**src/rtl/elastic_pipe_reg_pkg.sv**
```systemverilog
`default_nettype none
// ============================================================================
// Module   : elastic_pipe_reg_pkg
// Purpose  : Shared pipeline definitions: occupancy state encoding for the
//            elastic pipeline register and common bubble payload constants.
// Ports    : none (package)
// Revision : 1.0 - initial release
// ============================================================================
package elastic_pipe_reg_pkg;

   // Occupancy of the elastic register: nothing held, main entry held,
   // main plus skid entry held.
   typedef enum logic [1:0] {
      ST_EMPTY = 2'd0,
      ST_FULL  = 2'd1,
      ST_SKID  = 2'd2
   } pipe_state_t;

   // Bubble payloads: all-zero, and the RISC-V canonical NOP (addi x0,x0,0)
   // for instruction-carrying boundaries.
   localparam logic [63:0] BUBBLE_ZERO = 64'h0;
   localparam logic [31:0] BUBBLE_NOP  = 32'h0000_0013;

endpackage
`default_nettype wire

```
**src/rtl/sat_counter.sv**
```systemverilog
`default_nettype none
// ============================================================================
// Module   : sat_counter
// Purpose  : Up-counter that sticks at its all-ones value.
// Ports    : clk   - clock
//            clear - synchronous clear (highest priority)
//            inc   - count enable
//            count - current count value
// Revision : 1.0 - initial release
// ============================================================================
module sat_counter #(
   parameter int WIDTH = 16
) (
   input  logic             clk,
   input  logic             clear,
   input  logic             inc,
   output logic [WIDTH-1:0] count
);

   logic [WIDTH-1:0] r_count;

   always_ff @(posedge clk) begin
      if (clear) begin
         r_count <= '0;
      end else if (inc && (r_count != {WIDTH{1'b1}})) begin
         r_count <= r_count + 1'b1;
      end
   end

   assign count = r_count;

endmodule
`default_nettype wire

```
**src/rtl/elastic_pipe_reg.sv**
```systemverilog
`default_nettype none
// ============================================================================
// Module   : elastic_pipe_reg
// Purpose  : Valid/ready pipeline register with optional skid entry, flush,
//            bubble payload on empty, and a saturating stall counter.
// Ports    : clk, rst             - clock, synchronous active-high reset
//            flush                - discard held and incoming entries
//            in_valid/in_ready/in_data    - upstream handshake + payload
//            out_valid/out_ready/out_data - downstream handshake + payload
//            stall_cnt            - cycles with out_valid=1 and out_ready=0
// Revision : 1.0 - initial release
// ============================================================================
module elastic_pipe_reg
   import elastic_pipe_reg_pkg::*;
#(
   parameter int                DATA_W  = 64,
   parameter int                SKID_EN = 1,
   parameter logic [DATA_W-1:0] BUBBLE  = DATA_W'(BUBBLE_ZERO),
   parameter int                CNT_W   = 16
) (
   input  logic              clk,
   input  logic              rst,
   input  logic              flush,
   input  logic              in_valid,
   output logic              in_ready,
   input  logic [DATA_W-1:0] in_data,
   output logic              out_valid,
   input  logic              out_ready,
   output logic [DATA_W-1:0] out_data,
   output logic [CNT_W-1:0]  stall_cnt
);

   pipe_state_t       r_state;
   logic [DATA_W-1:0] r_main;
   logic [DATA_W-1:0] r_skid;

   // Reset and flush clear the data path identically; they differ only in
   // that flush leaves the stall counter alone. The main register is loaded
   // with BUBBLE whenever the block drains so out_data needs no output mux.
   always_ff @(posedge clk) begin
      if (rst || flush) begin
         r_state <= ST_EMPTY;
         r_main  <= BUBBLE;
         r_skid  <= BUBBLE;
      end else begin
         case (r_state)
            ST_EMPTY: begin
               if (in_valid) begin
                  r_main  <= in_data;
                  r_state <= ST_FULL;
               end
            end
            ST_FULL: begin
               if (out_ready) begin
                  if (in_valid) begin
                     r_main <= in_data;
                  end else begin
                     r_main  <= BUBBLE;
                     r_state <= ST_EMPTY;
                  end
               end else if (in_valid && (SKID_EN != 0)) begin
                  r_skid  <= in_data;
                  r_state <= ST_SKID;
               end
            end
            ST_SKID: begin
               // Draining the skid entry takes this cycle; upstream is
               // already stalled by the registered in_ready.
               if (out_ready) begin
                  r_main  <= r_skid;
                  r_skid  <= BUBBLE;
                  r_state <= ST_FULL;
               end
            end
            default: begin
               r_state <= ST_EMPTY;
               r_main  <= BUBBLE;
               r_skid  <= BUBBLE;
            end
         endcase
      end
   end

   assign out_valid = (r_state != ST_EMPTY);
   assign out_data  = r_main;

   generate
      if (SKID_EN != 0) begin : g_skid_ready
         logic r_in_ready;
         logic w_next_skid;

         // in_ready is a flop: low exactly when the next state is SKID.
         assign w_next_skid = !out_ready &&
                              (((r_state == ST_FULL) && in_valid) ||
                               (r_state == ST_SKID));

         always_ff @(posedge clk) begin
            if (rst || flush) begin
               r_in_ready <= 1'b1;
            end else begin
               r_in_ready <= !w_next_skid;
            end
         end

         assign in_ready = r_in_ready;
      end else begin : g_comb_ready
         assign in_ready = out_ready || !out_valid;
      end
   endgenerate

   sat_counter #(
      .WIDTH (CNT_W)
   ) u_stall_cnt (
      .clk   (clk),
      .clear (rst),
      .inc   (out_valid && !out_ready),
      .count (stall_cnt)
   );

endmodule
`default_nettype wire
```
**config.mk**
```make
export PLATFORM = sky130hd
export DESIGN_NAME = elastic_pipe_reg
export DESIGN_NICKNAME = d
export VERILOG_FILES = /design/src/rtl/elastic_pipe_reg_pkg.sv /design/src/rtl/sat_counter.sv /design/src/rtl/elastic_pipe_reg.sv
export SDC_FILE = /design/constraint.sdc
export NUM_CORES = 1
export LEC_CHECK = 0
export CAP_MARGIN = 30
export CORE_MARGIN = 4
export CORE_UTILIZATION = 54
export DETAILED_ROUTE_END_ITERATION = 16
export PLACE_DENSITY = 0.85
export SLEW_MARGIN = 20
export SYNTH_ARGS = -nofsm -noshare
export SYNTH_HDL_FRONTEND = slang
export SYNTH_HIERARCHICAL = 1
export SYNTH_SLANG_ARGS = --single-unit
```
**constraint.sdc**
```tcl
create_clock -name clk -period 3 [get_ports clk]
set_clock_uncertainty 0.05 [all_clocks]
set_input_delay 0.9 -clock clk [delete_from_list [all_inputs] [get_ports clk]]
set_output_delay 0.9 -clock clk [all_outputs]
set_load 0.005 [all_outputs]
```
Yosys cells after proc, flatten, opt, wreduce, memory -nomap -nowiden
Cells that the tools add are included.

storage, ports and cells
  bits in registers = 147
  word-level logic and storage cells = 44
  bits of input ports = 69
  output and inout port bits = 82

cells by class
  $add $sub $neg = 1
  muxes and demuxes = 14
  bitwise operators = 1
  equality and inequality tests = 10
  reductions and logical operators = 13

operator list
  cell                                            number
  2-to-1 mux 64 bit                               6
  one-hot mux 64 bit (3 select lines)             2
  adder 16 x 1 -> 16 bit (second input constant)  1
  inequality test 16 bit (second input constant)  1
  2-to-1 mux 2 bit                                5
  inequality test 2 bit (second input constant)   5
  AND reduction 4 bit                             2
  inequality test 3 bit (second input constant)   2
  one-hot mux 2 bit (3 select lines)              1
  logical AND 1 bit                               4
  AND reduction 3 bit                             1
  == test 2 x 1 -> 1 bit (second input constant)  1
  == test 2 bit (second input constant)           1
  zero test 1 bit                                 2
  zero test 2 bit                                 1
  logical OR 1 bit                                2
  nonzero test 2 bit                              1
  NOT 1 bit                                       1

Longest topological paths before layout
Gate-level depths: netlist (run 1).

  depth in word-level cells = 5
  mapped depth = 7
  mapped depth without buffers = 6

By module
The synthesis (run 1) kept the hierarchy.

by module, submodules not included
  module            times used  sequential area each (µm²)  cells an instance  area an instance (µm²)
  elastic_pipe_reg  1           2622.5                      611                5726.7
  sat_counter       1           320.3                       99                 848.3

Worst setup path before layout (run 1)
Ideal clock, no wire load.

  path type = input to register
  from = in out_ready
  to = reg u_stall_cnt.r_count[7], in the netlist u_stall_cnt/count[7]
  required time = 2880 ps
  buffers on the path = 2
  stages on the path = 7
  setup time = 70 ps
  slack = 704 ps
  data arrival time = 2175 ps
  path through = buf_2 > inv_1 > and2_1 > nand2_1 > clkbuf_1 > or4_1 > a21oi_1

between the ends
  cells in the longest elaborated chain, start to end = 3

ends and longest elaborated chain
  item                  line                     RTL
  start, declared       elastic_pipe_reg.sv:28   input logic out_ready,
  zero test 1 bit       elastic_pipe_reg.sv:116  .inc (out_valid && !out_ready),
  logical AND 1 bit     elastic_pipe_reg.sv:116
  logical AND 1 bit     sat_counter.sv:25        end else if (inc && (r_count != {WIDTH{1'b1}})) begin
  end signal, assigned  sat_counter.sv:26        r_count <= r_count + 1'b1;
  end, declared         sat_counter.sv:20        logic [WIDTH-1:0] r_count;

No other way between the ends.
A chain may end at the register's enable or synchronous reset.

Final worst setup path (run 1)
  from = reg r_state[0]
  to = out out_valid

between the ends
  cells in the longest elaborated chain, start to end = 1

ends and longest elaborated chain
  item                    line                    RTL
  start, declared         elastic_pipe_reg.sv:33  pipe_state_t r_state;
  start signal, assigned  elastic_pipe_reg.sv:42  r_state <= ST_EMPTY;
  start signal, assigned  elastic_pipe_reg.sv:50  r_state <= ST_FULL;
  start signal, assigned  elastic_pipe_reg.sv:59  r_state <= ST_EMPTY;
  nonzero test 2 bit      elastic_pipe_reg.sv:84  assign out_valid = (r_state != ST_EMPTY);
  end, declared           elastic_pipe_reg.sv:27  output logic out_valid,

No other way between the ends.

==> results.py, run 1 <==
metrics = {
    "clocking": {
        "cts_setup_buffers": 0,
        "ctsResizeCount": 0,
        "postCtsHoldBufs": 0,
        "cts_sinks": 147,
        "numCtsBuffers": 17,
        "clockRootBuffer": "clkbuf_16",
        "path_clk_slew_ns": 0.06,
        "clock_path_buffers": 2,
        "cts_tree": "built",
        "h-tree-depth": 4,
        "clock_latency_ns": 0.42,
    },
    "run": {
        "max_cap_violations": 0,
    },
    "synthesis": {
        "synth_fp_nets": 780,
        "yosysTopAreaCell": "dfxtp_1",
        "synth_flop_cell": "dfxtp_1",
        "yosys_warnings": 6,
        "yosysTopAreaCellShare_pct": 44.8,
        "yosysMostFrequentCell": "dfxtp_1",
        "ys_ff_latch": 147,
        "synth_area_per_cell_um2": 9.26,
        "ys_top_cells_by_count": "dfxtp_1 (147), nand2_1 (135), nand3b_1 (65)",
        "synth_top_cells_by_area": "dfxtp_1 (45%), a221o_1 (9.7%), nor4b_1 (8.5%), nand2_1 (7.7%), nand3b_1 (7.4%)",
        "syn_area_um2": 6580,
        "synthArstFlopShare_pct": 0,
        "synth_edf_count": 0,
        "netlist_instances": 710,
        "ys_seq_area_share_pct": 44.8,
        "ys_types": 47,
    },
    "placed_design": {
        "place_ws_ns": 0.106,
        "place.gp.congestion": 0.871,
        "port_buffers": 150,
        "dpl.hpwl_mm": 11.7,
    },
    "worst_setup_path": {
        "start_kind": "flop",
        "crit_type": "reg2out",
        "cp-end-kind": "primary output",
        "worstPathRequired_ns": 2.05,
        "crit_fanout": 9,
        "crit_arrival_ns": 1.74,
    },
    "global_routing": {
        "antenna_found_initial": 0,
        "grt_usage_pct": 26.8,
        "overflow": 0,
        "grt_first_pass_wirelength_mm": 31.3,
        "grt_max_degree": 74,
        "grt_pass1_vias": 6289,
    },
    "routing": {
        "drc": 0,
        "dr_total_vias": 6429,
        "final_antenna_net_count": 0,
        "wl_per_cell_um": 19.8,
        "drt_iter0_drc": 697,
        "first_pass_iters": 5,
        "routed_wl_mm": 19.4,
        "vias_per_cell": 6.56,
    },
    "final_layout": {
        "fillers": 828,
        "drive_gt1_share_pct": 7.44,
        "multi_input_area_um2": 3260,
        "diodes": 0,
        "final_nets": 890,
        "seqCellArea_um2": 2940,
        "syn2layout_area_growth_pct": 32.7,
    },
    "timing": {
        "worst_slew_pin_slew_ns": 0.759,
        "drv_slew": 0,
        "fin_crit_ns": 2.69,
        "fin_setup_tns_ns": 0,
        "relSlewSlack_pct": 49.0,
        "setup_viol": 0,
        "setup_ws_ns": 0.306,
        "rsz0062_at_grt": "false",
        "clock.fmax_mhz": 371,
        "finalHoldViolations": 0,
        "finalCritPeriodShare_pct": 89.8,
    },
    "floorplanning": {
        "pin_count": 151,
        "die_w_um": 118,
        "fp.coreArea_um2": 12000,
        "num_rows": 40,
        "dieArea_um2": 14000,
        "start_util_pct": 55.0,
        "die_h_um": 118,
    },
    "pwr": {
        "powerDensity_nw_per_um2": 529,
        "irDropWorstVdd_v": 0.000282,
        "leakagePower_uw": 0.00274,
    },
    "hold_path": {
        "worstHoldPathType": "reg2reg",
    },
    "status": {
        "status": "finished clean",
    },
}
==> layout by cell type, fill, tap and decap left out, types with 4 or more instances in the layout <==
master           synthesis  layout
o21ai_0                  4       4
or3_1                    4       4
clkbuf_16                0      17
nand2_1                135     135
inv_1                    4       4
clkbuf_8                 0       4
dfxtp_1                147     146
nand3_1                  6       6
a221o_1                 64      64
nor4b_1                 64      64
buf_4                    5      12
buf_12                   0       6
or4_1                    7       7
nand3b_1                65      65
a21oi_1                 11      11
nor3_1                   6       6
clkdlybuf4s50_1          0     150
nor2_1                   7       7
clkinv_2                 0       4
a31oi_1                 64      64
o31ai_1                  6       6
==> metrics by stage <==
stage / hold WS (ns) / instances / utilization, % / total power [µW] / instance area (µm²)
after floorplan: 0.419 / 710 / - / 2230 / 6580
after global placement: 0.420 / 948 / 67.8 / 2440 / 8110
after detailed placement: 0.424 / 948 / 67.8 / 2450 / 8110
after CTS: 0.437 / 980 / 72.9 / 4620 / 8730
after global routing: 0.453 / 980 / 72.9 / 4740 / 8730
final: 0.436 / 980 / 72.9 / 4620 / 8730
==> critical path, cell delays in order (launching register included) <==
cell and delay [ns]:
dfxtp_1 0.61, or2_2 0.21, clkdlybuf4s50_1 0.50
==> where the power goes <==
part / internal, µW / total (µW) / switching (µW)
Combinational: 209 / 401 / 192
Sequential: 1990 / 2020 / 27.5
Clock: 1390 / 2200 / 809
Total: 3590 / 4620 / 1030
==> sequential cells by signal (all words and copies together), names as in the netlist <==
name	count
r_state	2
in_ready	1
r_skid	64
u_stall_cnt/count	16
out_data	64
==> final cells by class <==
| type | instances | share of cell area (%) |
|---|---|---|
| repair buffers | 168 | 19.6 |
| clock buffers | 23 | 5.59 |
| clock inverters | 9 | 1.45 |
| inverters | 4 | 0.172 |
| flip-flops and latches | 147 | 33.7 |
| well taps | 147 | 2.11 |
| multi-input cells | 482 | 37.3 |
==> cells by family (layout without fill, tap and decap cells) <==
logic type | Yosys count | after routing | share of synthesized area, %
AO/OA/AOI/OAI | 155 | 155 | 18.4
XOR/XNOR | 2 | 2 | 0.266
adder cells (fa/ha/maj) | 1 | 1 | 0.190
buffers and inverters | 81 | 204 | 6.30
flip-flops | 147 | 147 | 44.8
multiplexers | 4 | 4 | 0.628
AND/OR/NAND/NOR | 320 | 320 | 29.5
==> routing by layer <==
metal	vias up	GRT usage (%)	part of all wire, %
li1	2922	-	-
met1	3139	35.0	42
met2	326	43.1	48
met3	42	5.79	7.4
met4	0	11.4	2.4
met5	-	0	0
==> worst paths after layout <==
check,start,to,slack (ns),depth (start not counted)
worst min-delay path,out_data[39],out_data[39],0.44,1
worst min register to register,out_data[39],out_data[39],0.44,1
worst max-delay path,r_state[0],out_valid,0.31,2
worst max register to register,r_state[0],u_stall_cnt/count[11],0.80,5
No activity file was read; power rests on OpenSTA's default activity.
==> run 2, diff against run 1 <==
--- a/config.mk
+++ b/config.mk
@@ -7,9 +7,9 @@
 export LEC_CHECK = 0
 export CAP_MARGIN = 30
 export CORE_MARGIN = 4
-export CORE_UTILIZATION = 54
+export CORE_UTILIZATION = 50
 export DETAILED_ROUTE_END_ITERATION = 16
-export PLACE_DENSITY = 0.85
+export PLACE_DENSITY = 0.8
 export SLEW_MARGIN = 20
 export SYNTH_ARGS = -nofsm -noshare
 export SYNTH_HDL_FRONTEND = slang
==> constraint.sdc (replaced) <==
create_clock -name clk -period 2.8 [get_ports clk]
set_clock_uncertainty 0.05 [all_clocks]
set_input_delay 0.84 -clock clk [delete_from_list [all_inputs] [get_ports clk]]
set_output_delay 0.84 -clock clk [all_outputs]
set_load 0.005 [all_outputs]
==> run 2 against run 1 <==
Register-to-register slack lost 0.22 ns. Power increased by 4.2%. Critical path depth up 1. Final cell count increased by 3.4%. Worst hold slack better by 0.0019 ns. Sequential power up 7%. Largest power group unchanged.
==> results.py, run 2 (synthesis results as in run 1) <==
metrics = {
    "timing": {
        "hold_ws_ns": 0.438,
        "worst_slew_pin_slew_ns": 0.660,
        "relSlewSlack_pct": 56.0,
        "finalCritPeriodShare_pct": 91.2,
        "fin_setup_tns_ns": 0,
        "fin_crit_ns": 2.55,
        "drv_slew": 0,
        "setup_viol": 0,
        "clock.fmax_mhz": 392,
        "rsz0062_at_grt": "false",
        "finalHoldViolations": 0,
    },
    "placed_design": {
        "port_buffers": 150,
        "placed_area_um2": 8180,
        "dpl.hpwl_mm": 12.2,
        "place.gp.congestion": 0.913,
    },
    "floorplanning": {
        "dieArea_um2": 15000,
        "fp.coreArea_um2": 12700,
        "pin_count": 151,
        "start_util_pct": 51.7,
        "num_rows": 41,
        "die_w_um": 123,
        "die_h_um": 123,
    },
    "clocking": {
        "clock_latency_ns": 0.42,
        "cts_tree": "built",
        "path_clk_slew_ns": 0.06,
        "numCtsBuffers": 17,
        "cts_sinks": 147,
        "postCtsHoldBufs": 0,
        "clock_path_buffers": 2,
        "clockRootBuffer": "clkbuf_16",
        "ctsResizeCount": 0,
        "h-tree-depth": 4,
        "cts_setup_buffers": 0,
    },
    "hold_path": {
        "worstHoldPathType": "reg2reg",
    },
    "worst_setup_path": {
        "cp-end-kind": "primary output",
        "crit_type": "reg2out",
        "crit_chain": "buf_4, or2_2, clkdlybuf4s50_1",
        "worstPathRequired_ns": 1.91,
        "crit_arrival_ns": 1.66,
        "start_kind": "flop",
        "crit_slowest_cell": "clkdlybuf4s50_1",
        "critPathMaxStageDelay_ns": 0.46,
        "crit_fanout": 9,
    },
    "routing": {
        "final_antenna_net_count": 0,
        "drc": 0,
        "wl_per_cell_um": 19.7,
        "routed_wl_mm": 20.0,
        "dr_total_vias": 6441,
        "drt_iter0_drc": 909,
        "first_pass_iters": 5,
        "vias_per_cell": 6.36,
    },
    "pwr": {
        "irDropWorstVdd_v": 0.000386,
        "leakagePower_uw": 0.00276,
        "power_uw": 4810,
        "powerDensity_nw_per_um2": 550,
    },
    "final_layout": {
        "final_common_cell": "clkdlybuf4s50_1",
        "diodes": 0,
        "final_util_pct": 68.8,
        "stdcell_area_um2": 8760,
        "fillers": 1009,
        "drive_gt1_share_pct": 8.20,
        "final_nets": 898,
        "syn2layout_area_growth_pct": 33.2,
        "final_cell_mix": "clkdlybuf4s50_1 (150), dfxtp_1 (146), nand2_1 (135), nand3b_1 (65)",
    },
    "run": {
        "max_cap_violations": 0,
    },
    "global_routing": {
        "antenna_found_initial": 0,
        "grt_max_degree": 74,
        "grt_first_pass_wirelength_mm": 31.4,
        "grt_pass1_vias": 6313,
        "overflow": 0,
        "grt_usage_pct": 25.9,
    },
    "status": {
        "status": "finished clean",
    },
}
-- run 2: changes by cell type in the layout (fill, tap and decap cells not counted), sizes merged --
cell      delta
buf          +8
bufinv       -2
clkbuf       +2
clkinv       -1
clkinvlp     +1
-- run 2: layer usage --
metal,vias up,part of all wire (%),track usage [%]
li1,2935,-,-
met1,3170,43,33.0
met2,310,48,42.5
met3,26,7.4,6.36
met4,0,1.5,9.73
met5,-,0,0
-- run 2: where the power goes --
part	internal [µW]	switching, µW
Sequential	2130	27.2
Combinational	226	211
Clock	1340	876
-- run 2: critical path: cells and delay by family, from the launching register on --
| kind | cells | cell delay [ns] |
|---|---|---|
| buffers and inverters | 2 | 0.63 |
| AND/OR/NAND/NOR | 1 | 0.32 |
| flip-flops | 1 | 0.29 |
-- run 2: cell type report --
| type | instances | area (µm²) | area share (%) |
|---|---|---|---|
| timing repair buffer | 176 | 1750 | 19.9 |
| inverter | 4 | 15.0 | 0.171 |
| clock inverter | 7 | 72.6 | 0.829 |
| tap | 172 | 215 | 2.46 |
| multi-input combinational | 482 | 3260 | 37.2 |
| clock buffer | 25 | 505 | 5.77 |
| sequential | 147 | 2940 | 33.6 |
-- run 2: final timing paths --
path | endpoint | start | cells after the start | slack, ns
setup / recovery | out_valid | r_state[0] | 3 | 0.25
hold / removal | out_data[3] | out_data[3] | 1 | 0.44
setup reg to reg | out_data[24] | r_state[1] | 5 | 0.58
hold reg to reg | out_data[3] | out_data[3] | 1 | 0.44
-- run 2: per-stage QoR --
step / instances / setup slack [ns]
floorplan: 710 / 0.564
global placement: 981 / 0.151
detailed placement: 981 / 0.0927
CTS: 1013 / 0.242
global route: 1013 / 0.208
finish: 1013 / 0.247
==> run 3, diff against run 2 <==
--- a/config.mk
+++ b/config.mk
@@ -5,9 +5,10 @@
 export SDC_FILE = /design/constraint.sdc
 export NUM_CORES = 1
 export LEC_CHECK = 0
+export ABC_AREA = 1
 export CAP_MARGIN = 30
 export CORE_MARGIN = 4
-export CORE_UTILIZATION = 50
+export CORE_UTILIZATION = 52
 export DETAILED_ROUTE_END_ITERATION = 16
 export PLACE_DENSITY = 0.8
 export SLEW_MARGIN = 20
==> run 3 against run 2 <==
First-iteration DRC count fell by 24%. Critical endpoint unchanged. Area after synthesis rose by 16%. Sequential power barely moved. Worst hold slack got worse by 0.025 ns. Die area rose by 11%. Routed wire length rose by 2.2%.
==> results.py, run 3 <==
metrics = {
    "placed_design": {
        "dp.cells": 1558,
        "dpl.hpwl_mm": 12.8,
        "place.gp.congestion": 0.781,
        "place_ws_ns": 0.198,
        "placed_area_um2": 9260,
        "port_buffers": 150,
    },
    "timing": {
        "clock.fmax_mhz": 426,
        "rsz0062_at_grt": "false",
        "relSlewSlack_pct": 50.4,
        "finalCritPeriodShare_pct": 83.8,
        "hold_ws_ns": 0.413,
        "finalHoldViolations": 0,
        "fin_crit_ns": 2.35,
        "worst_slew_pin_slew_ns": 0.744,
        "setup_ws_ns": 0.453,
        "fin_setup_tns_ns": 0,
        "setup_viol": 0,
        "drv_slew": 0,
    },
    "synthesis": {
        "netlist_instances": 1287,
        "synth_top_cells_by_area": "dfxtp_1 (39%), nand2_1 (28%), nand3_1 (9.5%), nor2_1 (8.2%), a21oi_1 (4.8%)",
        "synth_flop_cell": "dfxtp_1",
        "ys_types": 21,
        "ys_seq_area_share_pct": 38.5,
        "synthArstFlopShare_pct": 0,
        "synth_edf_count": 0,
        "ys_top_cells_by_count": "nand2_1 (565), nor2_1 (167), dfxtp_1 (147), nand3_1 (145), inv_1 (80)",
        "synth_area_per_cell_um2": 5.94,
        "synth_fp_nets": 1357,
        "ys_ff_latch": 147,
        "yosysTopAreaCell": "dfxtp_1",
        "yosysTopAreaCellShare_pct": 38.5,
        "yosys_warnings": 6,
        "yosysMostFrequentCell": "nand2_1",
        "syn_area_um2": 7640,
    },
    "clocking": {
        "clock_path_buffers": 2,
        "h-tree-depth": 4,
        "cts_setup_buffers": 0,
        "clockRootBuffer": "clkbuf_16",
        "cts_tree": "built",
        "postCtsHoldBufs": 0,
        "cts_sinks": 147,
        "ctsResizeCount": 0,
        "path_clk_slew_ns": 0.06,
        "numCtsBuffers": 17,
        "clock_latency_ns": 0.42,
    },
    "routing": {
        "drc": 0,
        "final_antenna_net_count": 0,
        "drt_iter0_drc": 691,
        "routed_wl_mm": 20.4,
        "first_pass_iters": 5,
        "wl_per_cell_um": 12.8,
        "vias_per_cell": 5.06,
        "dr_total_vias": 8058,
    },
    "worst_setup_path": {
        "worstPathRequired_ns": 1.91,
        "crit_type": "reg2out",
        "cp-end-kind": "primary output",
        "start_kind": "flop",
        "crit_arrival_ns": 1.46,
        "crit_fanout": 4,
    },
    "final_layout": {
        "drive_gt1_share_pct": 5.12,
        "final_cell_mix": "nand2_1 (565), nor2_1 (164), clkdlybuf4s50_1 (149), dfxtp_1 (146), nand3_1 (144)",
        "final_common_cell": "nand2_1",
        "stdcell_area_um2": 9820,
        "fin_cells": 1592,
        "syn2layout_area_growth_pct": 28.6,
        "final_nets": 1463,
    },
    "run": {
        "max_cap_violations": 0,
    },
    "floorplanning": {
        "pin_count": 151,
        "fp.coreArea_um2": 14500,
        "die_h_um": 129,
        "die_w_um": 129,
        "dieArea_um2": 16700,
        "start_util_pct": 52.8,
        "num_rows": 44,
    },
    "global_routing": {
        "grt_max_degree": 71,
        "antenna_found_initial": 0,
        "grt_usage_pct": 24.7,
        "grt_first_pass_wirelength_mm": 33.8,
        "grt_pass1_vias": 7122,
        "overflow": 0,
    },
    "pwr": {
        "powerDensity_nw_per_um2": 522,
        "leakagePower_uw": 0.00427,
        "irDropWorstVdd_v": 0.000428,
    },
    "hold_path": {
        "worstHoldPathType": "reg2reg",
    },
    "status": {
        "status": "finished clean",
    },
}
[run 3: changes by cell type after synthesis, sizes merged, moves of 6 or more]
cell / change
nand2: +431
nor2: +173
nand3: +139
inv: +79
nand3b: -65
nor4b: -65
a221o: -64
a31oi: -64
a21oi: +62
or4: -7
o31ai: -6
[run 3: per-stage QoR]
stage	utilization, %	power (µW)
after global placement	63.9	2980
after global routing	67.8	5340
final	67.8	5130
after floorplan	-	2670
after detailed placement	63.9	2990
after CTS	67.8	5160
[run 3: final timing paths]
path,startpoint,end,slack (ns),cells past startpoint
min reg2reg,out_data[56],out_data[56],0.41,2
max,r_state[0],out_valid,0.45,3
min,out_data[56],out_data[56],0.41,2
max reg2reg,r_state[0],out_data[44],0.66,7
[run 3: worst max-delay path: stages (launching register included)]
cell and delay, ns:
dfxtp_1 0.43, nor2_4 0.05, inv_1 0.06, clkdlybuf4s50_1 0.49
[run 3: cell type report]
| cell class | instances | area, µm² |
|---|---|---|
| diodes | 2 | 5.00 |
| clock buffers | 28 | 517 |
| clock inverters | 4 | 45.0 |
| fillers | 1323 | 4660 |
| inverters | 83 | 313 |
| multi-input cells | 974 | 4050 |
| flip-flops and latches | 147 | 2940 |
| well taps | 184 | 230 |
| repair buffers | 170 | 1720 |
[run 3: power by group]
part	switching, µW	internal, µW
clock network	835	1340
registers	35.9	2160
logic	434	327
total	1300	3820
[run 3: kinds of logic after synthesis]
group	count (synthesis)	share of synthesized area [%]
fa+ha+maj	1	0.164
flops	147	38.5
buf+inv	166	8.85
simple gates	898	47.6
compound gates	75	4.91
[run 3: metal layers]
| metal | GRT usage [%] | vias up | routed length (µm) |
|---|---|---|---|
| li1 | - | 4184 | - |
| met1 | 30.9 | 3588 | 8900 |
| met2 | 42.5 | 261 | 9840 |
| met3 | 5.07 | 25 | 1340 |
| met4 | 8.46 | 0 | 308 |
| met5 | 0 | - | 0 |
